### config.mk
export PLATFORM = sky130hd
export DESIGN_NAME = mux4_scan_sequencer
export DESIGN_NICKNAME = d
export VERILOG_FILES = /design/src/rtl/mux4_scan_pkg.sv /design/src/rtl/mux4_scan_dwell_cnt.sv /design/src/rtl/mux4_scan_sequencer.sv
export SDC_FILE = /design/constraint.sdc
export NUM_CORES = 1
export LEC_CHECK = 0
export ABC_AREA = 0
export CAP_MARGIN = 20
export CORE_MARGIN = 2
export CORE_UTILIZATION = 25
export CTS_CLUSTER_DIAMETER = 50
export DETAILED_ROUTE_END_ITERATION = 10
export HOLD_SLACK_MARGIN = 0.06
export SYNTH_ARGS = -nofsm -noshare
export SYNTH_HDL_FRONTEND = slang
export SYNTH_SLANG_ARGS = --single-unit
### constraint.sdc
create_clock -name clk -period 1.46 [get_ports clk]
set_clock_uncertainty 0.1 [all_clocks]
set_input_delay 0.219 -clock clk [delete_from_list [all_inputs] [get_ports clk]]
set_output_delay 0.219 -clock clk [all_outputs]
set_load 0.02 [all_outputs]
### src/rtl/mux4_scan_pkg.sv
// Shared types and channel constants for the 4-channel mux scan sequencer.
package mux4_scan_pkg;

  typedef enum logic [1:0] {
    ST_IDLE = 2'd0,
    ST_SCAN = 2'd1,
    ST_DONE = 2'd2
  } state_e;

  // Channel index; S0 is the upper bit, S1 the lower bit.
  typedef logic [1:0] ch_t;

  localparam ch_t CH_A = 2'd0;
  localparam ch_t CH_B = 2'd1;
  localparam ch_t CH_C = 2'd2;
  localparam ch_t CH_D = 2'd3;

  localparam int unsigned NUM_CH  = 4;
  localparam int unsigned CNT_W   = 8;

endpackage

### src/rtl/mux4_scan_dwell_cnt.sv
// Dwell counter: counts 0..DWELL-1 while enabled, wraps on terminal count.
module mux4_scan_dwell_cnt #(
  parameter int unsigned DWELL = 4
) (
  input  logic clk,
  input  logic rst,
  input  logic clr_i,
  input  logic en_i,
  output logic tc_c_o
);

  localparam int unsigned CW = (DWELL > 1) ? $clog2(DWELL) : 1;

  logic [CW-1:0] cnt_q;
  logic [CW-1:0] cnt_d;

  assign tc_c_o = (cnt_q == CW'(DWELL - 1));

  // Next count: clear dominates, otherwise advance and wrap at terminal count.
  always_comb begin
    cnt_d = cnt_q;
    if (clr_i) begin
      cnt_d = '0;
    end else if (en_i) begin
      cnt_d = tc_c_o ? '0 : cnt_q + CW'(1);
    end
  end

  // Count register with synchronous reset.
  always_ff @(posedge clk) begin
    if (rst) begin
      cnt_q <= '0;
    end else begin
      cnt_q <= cnt_d;
    end
  end

endmodule

### src/rtl/mux4_scan_sequencer.sv
// Steps a 4:1 mux through channels A..D, samples Z at the end of each dwell
// window, and hands the 4-bit snapshot to a consumer over valid/ready.
module mux4_scan_sequencer
  import mux4_scan_pkg::*;
#(
  parameter int unsigned DWELL = 4
) (
  input  logic                     clk,
  input  logic                     rst,
  input  logic                     start,
  input  logic                     cont,
  input  logic                     Z,
  output logic                     S0,
  output logic                     S1,
  output logic                     busy,
  output logic [NUM_CH-1:0]        snap,
  output logic                     valid,
  input  logic                     ready,
  output logic [CNT_W-1:0]         scan_cnt
);

  state_e              state_q, state_d;
  ch_t                 ch_q, ch_d;
  logic [NUM_CH-1:0]   shadow_q, shadow_d;
  logic [NUM_CH-1:0]   snap_q, snap_d;
  logic                valid_q, valid_d;
  logic                busy_q;
  logic [CNT_W-1:0]    scan_cnt_q, scan_cnt_d;
  logic                cnt_clr;
  logic                cnt_en;
  logic                dwell_tc;

  mux4_scan_dwell_cnt #(
    .DWELL (DWELL)
  ) u_dwell_cnt (
    .clk    (clk),
    .rst    (rst),
    .clr_i  (cnt_clr),
    .en_i   (cnt_en),
    .tc_c_o (dwell_tc)
  );

  // State register.
  always_ff @(posedge clk) begin
    if (rst) begin
      state_q <= ST_IDLE;
    end else begin
      state_q <= state_d;
    end
  end

  // Next-state logic; start is only looked at in IDLE.
  always_comb begin
    state_d = state_q;
    unique case (state_q)
      ST_IDLE: if (start) state_d = ST_SCAN;
      ST_SCAN: if (dwell_tc && (ch_q == CH_D)) state_d = ST_DONE;
      ST_DONE: if (valid_q && ready) state_d = cont ? ST_SCAN : ST_IDLE;
      default: state_d = ST_IDLE;
    endcase
  end

  // Datapath next values: channel stepping, Z capture, hand-off bookkeeping.
  always_comb begin
    ch_d       = ch_q;
    shadow_d   = shadow_q;
    snap_d     = snap_q;
    valid_d    = valid_q;
    scan_cnt_d = scan_cnt_q;
    cnt_clr    = 1'b0;
    cnt_en     = 1'b0;
    unique case (state_q)
      ST_IDLE: begin
        ch_d    = CH_A;
        valid_d = 1'b0;
        cnt_clr = 1'b1;
      end
      ST_SCAN: begin
        cnt_en = 1'b1;
        if (dwell_tc) begin
          shadow_d[ch_q] = Z;
          if (ch_q == CH_D) begin
            snap_d  = shadow_d;
            valid_d = 1'b1;
            cnt_clr = 1'b1;
          end else begin
            ch_d = ch_q + ch_t'(1);
          end
        end
      end
      ST_DONE: begin
        if (valid_q && ready) begin
          scan_cnt_d = scan_cnt_q + CNT_W'(1);
          valid_d    = 1'b0;
          ch_d       = CH_A;
          cnt_clr    = 1'b1;
        end
      end
      default: begin
        ch_d    = CH_A;
        valid_d = 1'b0;
        cnt_clr = 1'b1;
      end
    endcase
  end

  // Datapath and output registers.
  always_ff @(posedge clk) begin
    if (rst) begin
      ch_q       <= CH_A;
      shadow_q   <= '0;
      snap_q     <= '0;
      valid_q    <= 1'b0;
      busy_q     <= 1'b0;
      scan_cnt_q <= '0;
    end else begin
      ch_q       <= ch_d;
      shadow_q   <= shadow_d;
      snap_q     <= snap_d;
      valid_q    <= valid_d;
      busy_q     <= (state_d == ST_SCAN);
      scan_cnt_q <= scan_cnt_d;
    end
  end

  assign S0       = ch_q[1];
  assign S1       = ch_q[0];
  assign busy     = busy_q;
  assign snap     = snap_q;
  assign valid    = valid_q;
  assign scan_cnt = scan_cnt_q;

endmodule

Word-level counts from Yosys, hierarchy flattened
Index checks and enable logic that the tools add are counted.
Cells by class
  $lt $le $gt $ge: 2
  add/sub/neg operators: 3
  reductions and logical operators: 10
  multiplexer cells: 22
  eq/ne operators: 9
Operators with widths (count)
  2-to-1 mux 2 bit: 7
  2-to-1 mux 1 bit: 9
  AND reduction 3 bit: 3
  adder 8 x 1 -> 8 bit (second input constant): 1
  inequality test 2 bit (second input constant): 4
  == test 2 bit (second input constant): 3
  one-hot mux 2 bit (3 select lines): 1
  adder 2 x 1 -> 2 bit (second input constant): 2
  bitwise mux 4 bit: 1
  == test 2 x 1 -> 1 bit (second input constant): 2
  one-hot mux 1 bit (2 select lines): 2
  one-hot mux 2 bit (2 select lines): 1
  AND reduction 2 bit: 2
  logical AND 1 bit: 3
  < comparator 2 x 3 -> 1 bit (second input constant): 1
  demux 1 bit (select 2 bit): 1
  >= comparator 2 x 1 -> 1 bit (second input constant): 1
  logical NOT 2 bit: 1
  OR reduction 2 bit: 1
Word-level totals
  register bits: 24
  logic and storage cells: 54
  output and inout bits: 16

Depth between registers and ports, before layout
Gate-level depths: netlist of run 1.
  depth after elaboration: 5
  depth in mapped cells: 7

Modules after synthesis
A second synthesis of run 1 with hierarchy kept.
Unflattened totals
  cells, all modules: 125
  area, all modules: 1138.6 sq um
By module, submodules not included
  mux4_scan_sequencer: cells each 117, sequential area each 420.4 sq um, times used 1, area an instance 1043.5 sq um
  mux4_scan_dwell_cnt: cells each 8, sequential area each 40.0 sq um, times used 1, area an instance 95.1 sq um

Worst setup path before layout of run 1
OpenSTA, ideal clock, no wires.
  kind: reg-to-reg
  from: register state_q[0]
  to: register busy_q (netlist: busy)
  setup slack: -0.128 ns
  cell stages (with the launch flop): 7
  setup time: 0.060 ns
  buffers on the path: 0
  period minus slack after synthesis: 1.588 ns
  arrival time: 1.429 ns
  cell sequence: dfxtp_1 inv_1 ha_1 a21boi_2 a211o_1 a21oi_2 and3_1
Between the ends
  longest elaborated chain between the ends: 3
  elaborated cells between the ends (all ways): 8
RTL lines
  start: declaration: line mux4_scan_sequencer.sv:22  | state_e state_q, state_d;
  start signal: assignment: line mux4_scan_sequencer.sv:48  | state_q <= state_d;
  == test 2 bit, or another cell as far along: line mux4_scan_sequencer.sv:55  | unique case (state_q)
  one-hot mux 2 bit (3 select lines) (*): line mux4_scan_sequencer.sv:55
  == test 2 x 1 -> 1 bit (*): line mux4_scan_sequencer.sv:121  | busy_q <= (state_d == ST_SCAN);
  end signal: assignment: line mux4_scan_sequencer.sv:121
  end: declaration: line mux4_scan_sequencer.sv:27  | logic busy_q;
Every way passes the cells marked *; elsewhere a longest branch is shown, timed or not.
A chain may end at the register's enable or synchronous reset.

Worst setup path after layout of run 1
Same ends and word-level chain as after synthesis.

==> results.cfg, run 1 <==
[floorplanning]
die_y_um = 71.93
design.core.area_um2 = 4414
ios = 22
initial_core_util = 0.2613
die_w_um = 71.93
die_area_um2 = 5174
placementRows = 24

[worst_setup_path]
cp_cell_sequence = inv_4 -> ha_4 -> a21boi_4 -> a211o_1 -> a21oi_2 -> and3_1
arrival_ns = 1.58
cp_slowest_cell = dfxtp_4
crit_type = flop to flop
cp_top_family = compound AO/OA/AOI/OAI gates
endpoint_kind = flop
worst-path-buf-inv = 1
required_ns = 1.57
path_max_fanout = 5
startpoint_type = flop
max_stage_delay_ns = 0.39

[detailed_routing]
wl_per_cell_um = 11.41
initialDrtViolationCount = 28
vias = 999
routed_wl_mm = 2.487
vias_per_cell = 4.583
drc_errors = 0
firstDrtPassIters = 4
final_antenna_net_count = 0

[power_and_ir_drop]
p_per_area_nw_per_um2 = 699.1
p_sw_frac = 0.2339
switchingPower_uw = 268.4
power_frac_clock = 0.343
p_leak_nw = 0.7418
intPower_uw = 879.2
ir_worst_vdd_mv = 0.4382
p_comb_frac = 0.102
finalPower_mw = 1.148
seqPwrFrac = 0.555

[grt]
gr-total-overflow = 0
gr-usage-met2 = 0.1780
use_met3 = 0.03194
met1_usage = 0.1240
grt_pass1_vias = 960
grt_pass1_wl_mm = 4.250
globalRouteTotalUtil = 0.1027
antenna_found_initial = 0
grt_max_degree = 14
busiest_layer = met2

[cells_and_area]
drive_gt1_frac = 0.2530
stdcell_area_um2 = 1642
multi_input_area_um2 = 699.4
fillerInstances = 453
syn_to_final_growth_pct = 42.30
fin_nets = 183
regArea_um2 = 474.2
fin_cells = 218
insertedDiodeCount = 0

[outcome]
run_status = finished with violations
violations = negative setup slack

[clocking]
cts.sinks = 23
htreeDepth = 1
clock_latency_ns = 0.26
postCtsSetupBuffers = 0
hold_buffers = 0
cts-root-buf = clkbuf_8
cts_buffer_depth = 2
clk_pin_slew_worst_paths_ns = 0.08
cts_buffers = 3
cts_tree = done

[hold_path]
hold_path.class = flop to flop

[synthesis]
yosys_warnings = 0
synthMuxAreaShare = 0.07809
synthAdderAreaFrac = 0.1085
netlist_instances = 129
yosysSeqAreaShare = 0.3991
syn_nets = 145
synth_top_family_by_area = simple AND/OR/NAND/NOR gates
synth_top_area_frac = 0.3991
syn_area_um2 = 1154
avgSynthCellArea_um2 = 8.943
yosys.area.top_type = dfxtp_1
synth_seq_cells = 23
synth_cell_type_count = 31
yosys.area_share.xor_xnor = 0.04555
synth_area_leaders = dfxtp_1, ha_1, mux2i_1
synth_compound_area_frac = 0.1085
synth-simple-area-share = 0.2169

[placement]
dp_hpwl_mm = 1.846
io_buffer_count = 21
place_area_um2 = 1553
dpl_worst_slack_ns = -0.2553
dp_cells = 214
place.gp.congestion = 0.7642

[run]
cap_violations = 0

[sta]
fin_crit_ns = 1.463
worstMarginPinSlew_ns = 0.3181
setup_violations = 1
fin_setup_tns_ns = -0.002892
rsz0062_at_grt = yes
drv_slew = 0
hold_viol_final = 0
max_freq_mhz = 683.6
layout_setup_ws_ns = -0.002892
fin_crit_sh = 1.002
slew_headroom = 0.7876
==> power groups by stage <==
stage	Combinational [mW]	Sequential, mW	Clock (mW)
3_3_place_gp	0.111	0.654	0
2_1_floorplan	0.0542	0.658	0
6_report	0.117	0.637	0.394
4_1_cts	0.113	0.639	0.411
5_1_grt	0.128	0.639	0.437
3_5_place_dp	0.113	0.654	0
==> what timing repair did <==
item | CTS | global route
setup endpoints to repair | 20 | 9
gates resized for setup | 18 | 16
pin swaps | 1 | 5
==> worst paths after layout <==
path,start,to,slack [ns],cells past startpoint
worst max-delay path,state_q[0]$_SDFF_PP0_,busy$_SDFF_PP0_,-0.003,6
worst min-delay path,snap[3]$_SDFFE_PP0P_,snap[3]$_SDFFE_PP0P_,0.35,2
worst max register to register,state_q[0]$_SDFF_PP0_,busy$_SDFF_PP0_,-0.003,6
worst min register to register,snap[3]$_SDFFE_PP0P_,snap[3]$_SDFFE_PP0P_,0.35,2
==> cells in the final DEF (no fill, tap or decap), types with 3 or more instances in the layout <==
master	count
clkbuf_8	3
ha_1	6
nand3_1	7
xor2_1	4
inv_1	5
clkdlybuf4s50_1	4
dfxtp_4	3
nand2_1	6
and3_1	3
nor2_1	18
dlygate4sd2_1	16
nor3_1	4
a21oi_1	5
buf_4	17
o21ai_0	3
dfxtp_1	18
mux2i_1	9
==> registers in the layout (all words and copies together), names as in the netlist <==
signal,cells
busy,1
u_dwell_cnt.cnt_q,2
ch_q,2
scan_cnt,8
valid,1
state_q,2
shadow_q,3
snap,4
==> synthesized netlist by cell type, drive strengths merged <==
library cell   n
and2           1
and4           1
inv            6
a21o           1
nor2          18
buf            3
a22oi          1
a21oi          7
nand3          7
xor2           4
ha            10
nand3b         2
nor3           6
a21boi         2
xnor2          2
nand2b         1
nand2          6
mux2i          9
a211o          1
clkbuf         3
a211oi         3
dfxtp         23
or3            1
and3           4
o21ai          4
nand4          3
==> worst min-delay path: stages (launching register included) <==
cell and delay, ns:
dfxtp_1 0.31, nand2_1 0.05, a21oi_1 0.05
==> layer usage <==
metal  share of wire  routed length, um  up-vias
li1                -                  -      525
met1            0.47               1165      456
met2            0.48               1197       14
met3           0.042                105        4
met4          0.0076                 19        0
met5               0                  0        -
==> layout make-up <==
| cell class | instances | share of cell area |
|---|---|---|
| clock inverter | 1 | 0.003049 |
| multi-input combinational | 94 | 0.4261 |
| inverter | 6 | 0.01524 |
| clock buffer | 3 | 0.02515 |
| tap | 52 | 0.03963 |
| timing repair buffer | 39 | 0.2020 |
| sequential | 23 | 0.2889 |
==> logic make-up (layout without fill, tap and decap cells) <==
| kind of cell | after synthesis | after routing |
|---|---|---|
| AND/OR/NAND/NOR | 50 | 50 |
| flip-flops | 23 | 23 |
| AO/OA/AOI/OAI | 19 | 19 |
| buffers and inverters | 12 | 49 |
| adder cells (fa/ha/maj) | 10 | 10 |
| multiplexers | 9 | 9 |
| XOR/XNOR | 6 | 6 |
==> through the flow <==
step,hold slack (ns),utilization
after floorplan,0.2550,-
after global placement,0.3450,0.3518
after detailed placement,0.3502,0.3518
after CTS,0.3597,0.3586
after global routing,0.3877,0.3719
final,0.3544,0.3719
Power figures use the tool's default switching activity.
==> run 2: changes to the inputs <==
HOLD_SLACK_MARGIN = 0.12   (was 0.06)
SETUP_SLACK_MARGIN = 0.1   (was unset)
==> results.cfg, run 2 (synthesis results as in run 1) <==
[sta]
rsz0062_at_grt = yes
holdWs_ns = 0.3562
hold_viol_final = 0
worstMarginPinSlew_ns = 0.3440
max_freq_mhz = 690.8
drv_slew = 0
slew_headroom = 0.7707
fin_crit_ns = 1.448
setup_violations = 0
fin_setup_tns_ns = 0
layout_setup_ws_ns = 0.01242
fin_crit_sh = 0.9915

[detailed_routing]
wl_per_cell_um = 11.75
final_antenna_net_count = 0
routed_wl_mm = 2.561
initialDrtViolationCount = 30
drc_errors = 0
firstDrtPassIters = 4
vias_per_cell = 4.601
vias = 1003

[worst_setup_path]
path_max_fanout = 6
arrival_ns = 1.56
cp_slowest_cell = dfxtp_4
rr_endpoint = busy$_SDFF_PP0_
startpoint_type = flop
required_ns = 1.57
crit_type = flop to flop
r2r_cells = 6
endpoint_kind = flop
max_stage_delay_ns = 0.38
r2r_start = state_q[0]$_SDFF_PP0_
cp_cell_sequence = inv_4 -> ha_4 -> a21boi_4 -> a211o_1 -> a21oi_2 -> and3_1
ff2ff_setup_slack_ns = 0.01

[cells_and_area]
stdcell_area_um2 = 1757
fin_cells = 218
largest_reg_flops = 8
drive_gt1_frac = 0.3434
finish.utilization = 0.3980
insertedDiodeCount = 0
most-common-layout-cells = dfxtp_1, nor2_1, dlygate4sd2_1, buf_4, mux2i_1
syn_to_final_growth_pct = 52.28
fin_nets = 183
mostFrequentLayoutCell = dfxtp_1

[floorplanning]
ios = 22
design.core.area_um2 = 4414
die_y_um = 71.93
initial_core_util = 0.2613
die_w_um = 71.93
placementRows = 24
die_area_um2 = 5174

[placement]
dp_hpwl_mm = 1.771
io_buffer_count = 21
dpl_worst_slack_ns = -0.2522
place.gp.congestion = 0.7379
place_area_um2 = 1555
dp_cells = 212

[power_and_ir_drop]
p_leak_nw = 0.7738
p_per_area_nw_per_um2 = 667.9
finalPower_mw = 1.173
ir_worst_vdd_mv = 0.2951

[hold_path]
worstHoldPathCells = 2
worstHoldStart = snap[3]$_SDFFE_PP0P_
hold_path.class = flop to flop
holdPathEnd = snap[3]$_SDFFE_PP0P_

[clocking]
cts_buffers = 3
cts_tree = done
cts-root-buf = clkbuf_8
hold_buffers = 0
cts.sinks = 23
cts_buffer_depth = 2
clk_pin_slew_worst_paths_ns = 0.08
clock_latency_ns = 0.26
htreeDepth = 1

[outcome]
run_status = completed

[grt]
use_met3 = 0.03333
gr-total-overflow = 0
grt_max_degree = 16
grt_pass1_wl_mm = 4.409
grt_pass1_vias = 960
met1_usage = 0.1392
busiest_layer = met2
gr-usage-met2 = 0.1842
globalRouteTotalUtil = 0.1098
antenna_found_initial = 0

[run]
cap_violations = 0
-- run 2: area by class of cell --
cell class,instances,area [um^2]
Clock buffer,4,45.04
Fill cell,440,2658
Inverter,6,25.02
Multi-Input combinational cell,94,802.0
Sequential cell,23,478.0
Tap cell,52,65.06
Timing Repair Buffer,39,341.6
-- run 2: how the worst max path moves through the flow --
| stage | from | endpoint | slack (ns) | cells after the start |
|---|---|---|---|---|
| finish | state_q[0]$_SDFF_PP0_ | busy$_SDFF_PP0_ | 0.01 | 6 |
| global route | state_q[0]$_SDFF_PP0_ | busy$_SDFF_PP0_ | -0.05 | 6 |
| CTS | state_q[0]$_SDFF_PP0_ | busy$_SDFF_PP0_ | 0.02 | 6 |
| detailed placement | ready | busy$_SDFF_PP0_ | -0.25 | 5 |
| global placement | ready | state_q[0]$_SDFF_PP0_ | -0.26 | 5 |
| floorplan | state_q[0]$_SDFF_PP0_ | busy$_SDFF_PP0_ | 0.08 | 6 |
-- run 2: repair_timing --
| action | 4_1_cts | 5_1_grt |
|---|---|---|
| endpoints found under the setup margin | 29 | 19 |
| gates resized for setup | 39 | 21 |
| buffers inserted | 2 | 0 |
| gates cloned | 0 | 0 |
| pin swaps | 6 | 10 |
-- run 2: critical path: cells and delay by family (launching register included) --
| kind | cells | cell delay [ns] |
|---|---|---|
| buffers and inverters | 1 | 0.04 |
| flip-flops | 1 | 0.38 |
| adder cells (fa/ha/maj) | 1 | 0.17 |
| AO/OA/AOI/OAI | 3 | 0.54 |
| AND/OR/NAND/NOR | 1 | 0.16 |
-- run 2: where the power goes --
group | switching [mW] | total [mW] | internal, mW
combinational | 0.0694 | 0.141 | 0.0718
sequential | 0.00637 | 0.635 | 0.629
clock | 0.202 | 0.397 | 0.195
-- run 2: metal layers --
metal / up-vias / wire length (um)
met2: 24 / 1260
met1: 458 / 1177
met4: 0 / 14
met3: 2 / 109
met5: - / 0
li1: 519 / -
==> run 3: changes to the inputs <==
CAP_MARGIN = unset   (was 20)
GPL_TIMING_DRIVEN = 0   (was unset)
==> results.cfg, run 3 (synthesis results as in run 1) <==
[floorplanning]
placementRows = 24
die_w_um = 71.93
design.core.area_um2 = 4414
initial_core_util = 0.2613
ios = 22
die_y_um = 71.93
die_area_um2 = 5174

[run]
cap_violations = 0

[worst_setup_path]
endpoint_kind = flop
crit_type = flop to flop
required_ns = 1.58
path_max_fanout = 6
r2r_cells = 6
cp_slowest_cell = dfxtp_4
startpoint_type = flop
rr_endpoint = busy$_SDFF_PP0_
max_stage_delay_ns = 0.37
ff2ff_setup_slack_ns = 0.02
arrival_ns = 1.56
r2r_start = state_q[0]$_SDFF_PP0_
cp_cell_sequence = inv_4 -> ha_4 -> a21boi_4 -> a211o_1 -> a21oi_2 -> and3_1

[grt]
antenna_found_initial = 0
grt_pass1_vias = 954
gr-total-overflow = 0
grt_max_degree = 13
globalRouteTotalUtil = 0.1083
grt_pass1_wl_mm = 4.436

[detailed_routing]
routed_wl_mm = 2.760
wl_per_cell_um = 12.66
drc_errors = 0
vias = 998
final_antenna_net_count = 0
initialDrtViolationCount = 42
firstDrtPassIters = 4
vias_per_cell = 4.578

[clocking]
cts_tree = done
cts-root-buf = clkbuf_8
cts.sinks = 23
clk_pin_slew_worst_paths_ns = 0.08
clock_latency_ns = 0.26
htreeDepth = 1
hold_buffers = 0
cts_buffer_depth = 2
cts_buffers = 3

[power_and_ir_drop]
p_per_area_nw_per_um2 = 669.0
p_sw_frac = 0.2395
switchingPower_uw = 285.7
p_leak_nw = 0.7468
seqPwrFrac = 0.533
ir_worst_vdd_mv = 0.4376
power_frac_clock = 0.335
intPower_uw = 907.1
p_comb_frac = 0.132

[cells_and_area]
largest_reg_flops = 8
insertedDiodeCount = 0
regArea_um2 = 476.7
syn_to_final_growth_pct = 54.56
fin_nets = 183
most-common-layout-cells = dfxtp_1, nor2_1, mux2i_1, dlygate4sd2_1, buf_4
mostFrequentLayoutCell = dfxtp_1
multi_input_area_um2 = 833.3
fillerInstances = 433
drive_gt1_frac = 0.3795

[hold_path]
holdPathEnd = snap[3]$_SDFFE_PP0P_
worstHoldPathCells = 2
worstHoldStart = snap[3]$_SDFFE_PP0P_
hold_path.class = flop to flop

[sta]
setup_violations = 0
holdWs_ns = 0.3761
max_freq_mhz = 694.1
layout_setup_ws_ns = 0.01936
rsz0062_at_grt = yes
drv_slew = 0
hold_viol_final = 0
fin_crit_ns = 1.441
slew_headroom = 0.6235
worstMarginPinSlew_ns = 0.5647
fin_crit_sh = 0.9867

[placement]
dpl_worst_slack_ns = -0.2898
io_buffer_count = 21
dp_hpwl_mm = 1.721
place.gp.congestion = 0.7438

[outcome]
run_status = completed
run 3: repair_timing:
| action | 4_1_cts | 5_1_grt |
|---|---|---|
| pin swaps | 7 | 13 |
| hold endpoints to repair | 0 | 0 |
| gates cloned | 2 | 1 |
| endpoints found under the setup margin | 34 | 30 |
| resized for setup | 46 | 38 |
| setup buffers | 8 | 1 |
run 3: worst max path at each step:
stage / from / to / slack, ns / cells after the start
6_report: state_q[0]$_SDFF_PP0_ / busy$_SDFF_PP0_ / 0.02 / 6
3_3_place_gp: ready / state_q[0]$_SDFF_PP0_ / -0.26 / 5
4_1_cts: state_q[0]$_SDFF_PP0_ / busy$_SDFF_PP0_ / 0.01 / 6
2_1_floorplan: state_q[0]$_SDFF_PP0_ / busy$_SDFF_PP0_ / 0.08 / 6
5_1_grt: state_q[0]$_SDFF_PP0_ / busy$_SDFF_PP0_ / -0.03 / 6
3_5_place_dp: ready / scan_cnt[7]$_SDFFE_PP0P_ / -0.29 / 5
run 3: layer usage:
| metal | share of wire | wire (um) | GRT usage |
|---|---|---|---|
| met1 | 0.47 | 1289 | 0.1381 |
| met5 | 0 | 0 | 0 |
| met3 | 0.045 | 123 | 0.03194 |
| met4 | 0.0062 | 17 | 0.01887 |
| met2 | 0.48 | 1329 | 0.1842 |
run 3: through the flow:
stage	total power [mW]	util	instances	setup TNS [ns]	cell area [um^2]
6_report	1.193	0.4039	218	0	1783
5_1_grt	1.245	0.4039	218	-0.03476	1783
4_1_cts	1.188	0.3790	216	0	1673
3_5_place_dp	0.7544	0.3296	202	-2.685	1455
3_3_place_gp	0.7538	0.3296	202	-2.421	1455
2_1_floorplan	0.7141	-	129	0	1180
run 3: power groups by stage:
stage	Clock (mW)	Sequential [mW]	Combinational, mW
3_5_place_dp	0	0.655	0.0993
2_1_floorplan	0	0.658	0.0563
6_report	0.400	0.636	0.157
5_1_grt	0.436	0.637	0.173
4_1_cts	0.408	0.636	0.143
3_3_place_gp	0	0.655	0.0985
run 3: critical path: cells and delay by family, from the launching register on:
| kind | cells | cell delay (ns) |
|---|---|---|
| AO/OA/AOI/OAI | 3 | 0.54 |
| flip-flops | 1 | 0.37 |
| adder cells (fa/ha/maj) | 1 | 0.18 |
| AND/OR/NAND/NOR | 1 | 0.16 |
| buffers and inverters | 1 | 0.04 |
run 3: final cells by class:
class,instances,area share
buffer,6,0.02947
clock buffer,4,0.02526
inverter,6,0.01544
multi-input combinational,94,0.4674
sequential,23,0.2674
tap,52,0.03649
timing repair buffer,33,0.1586
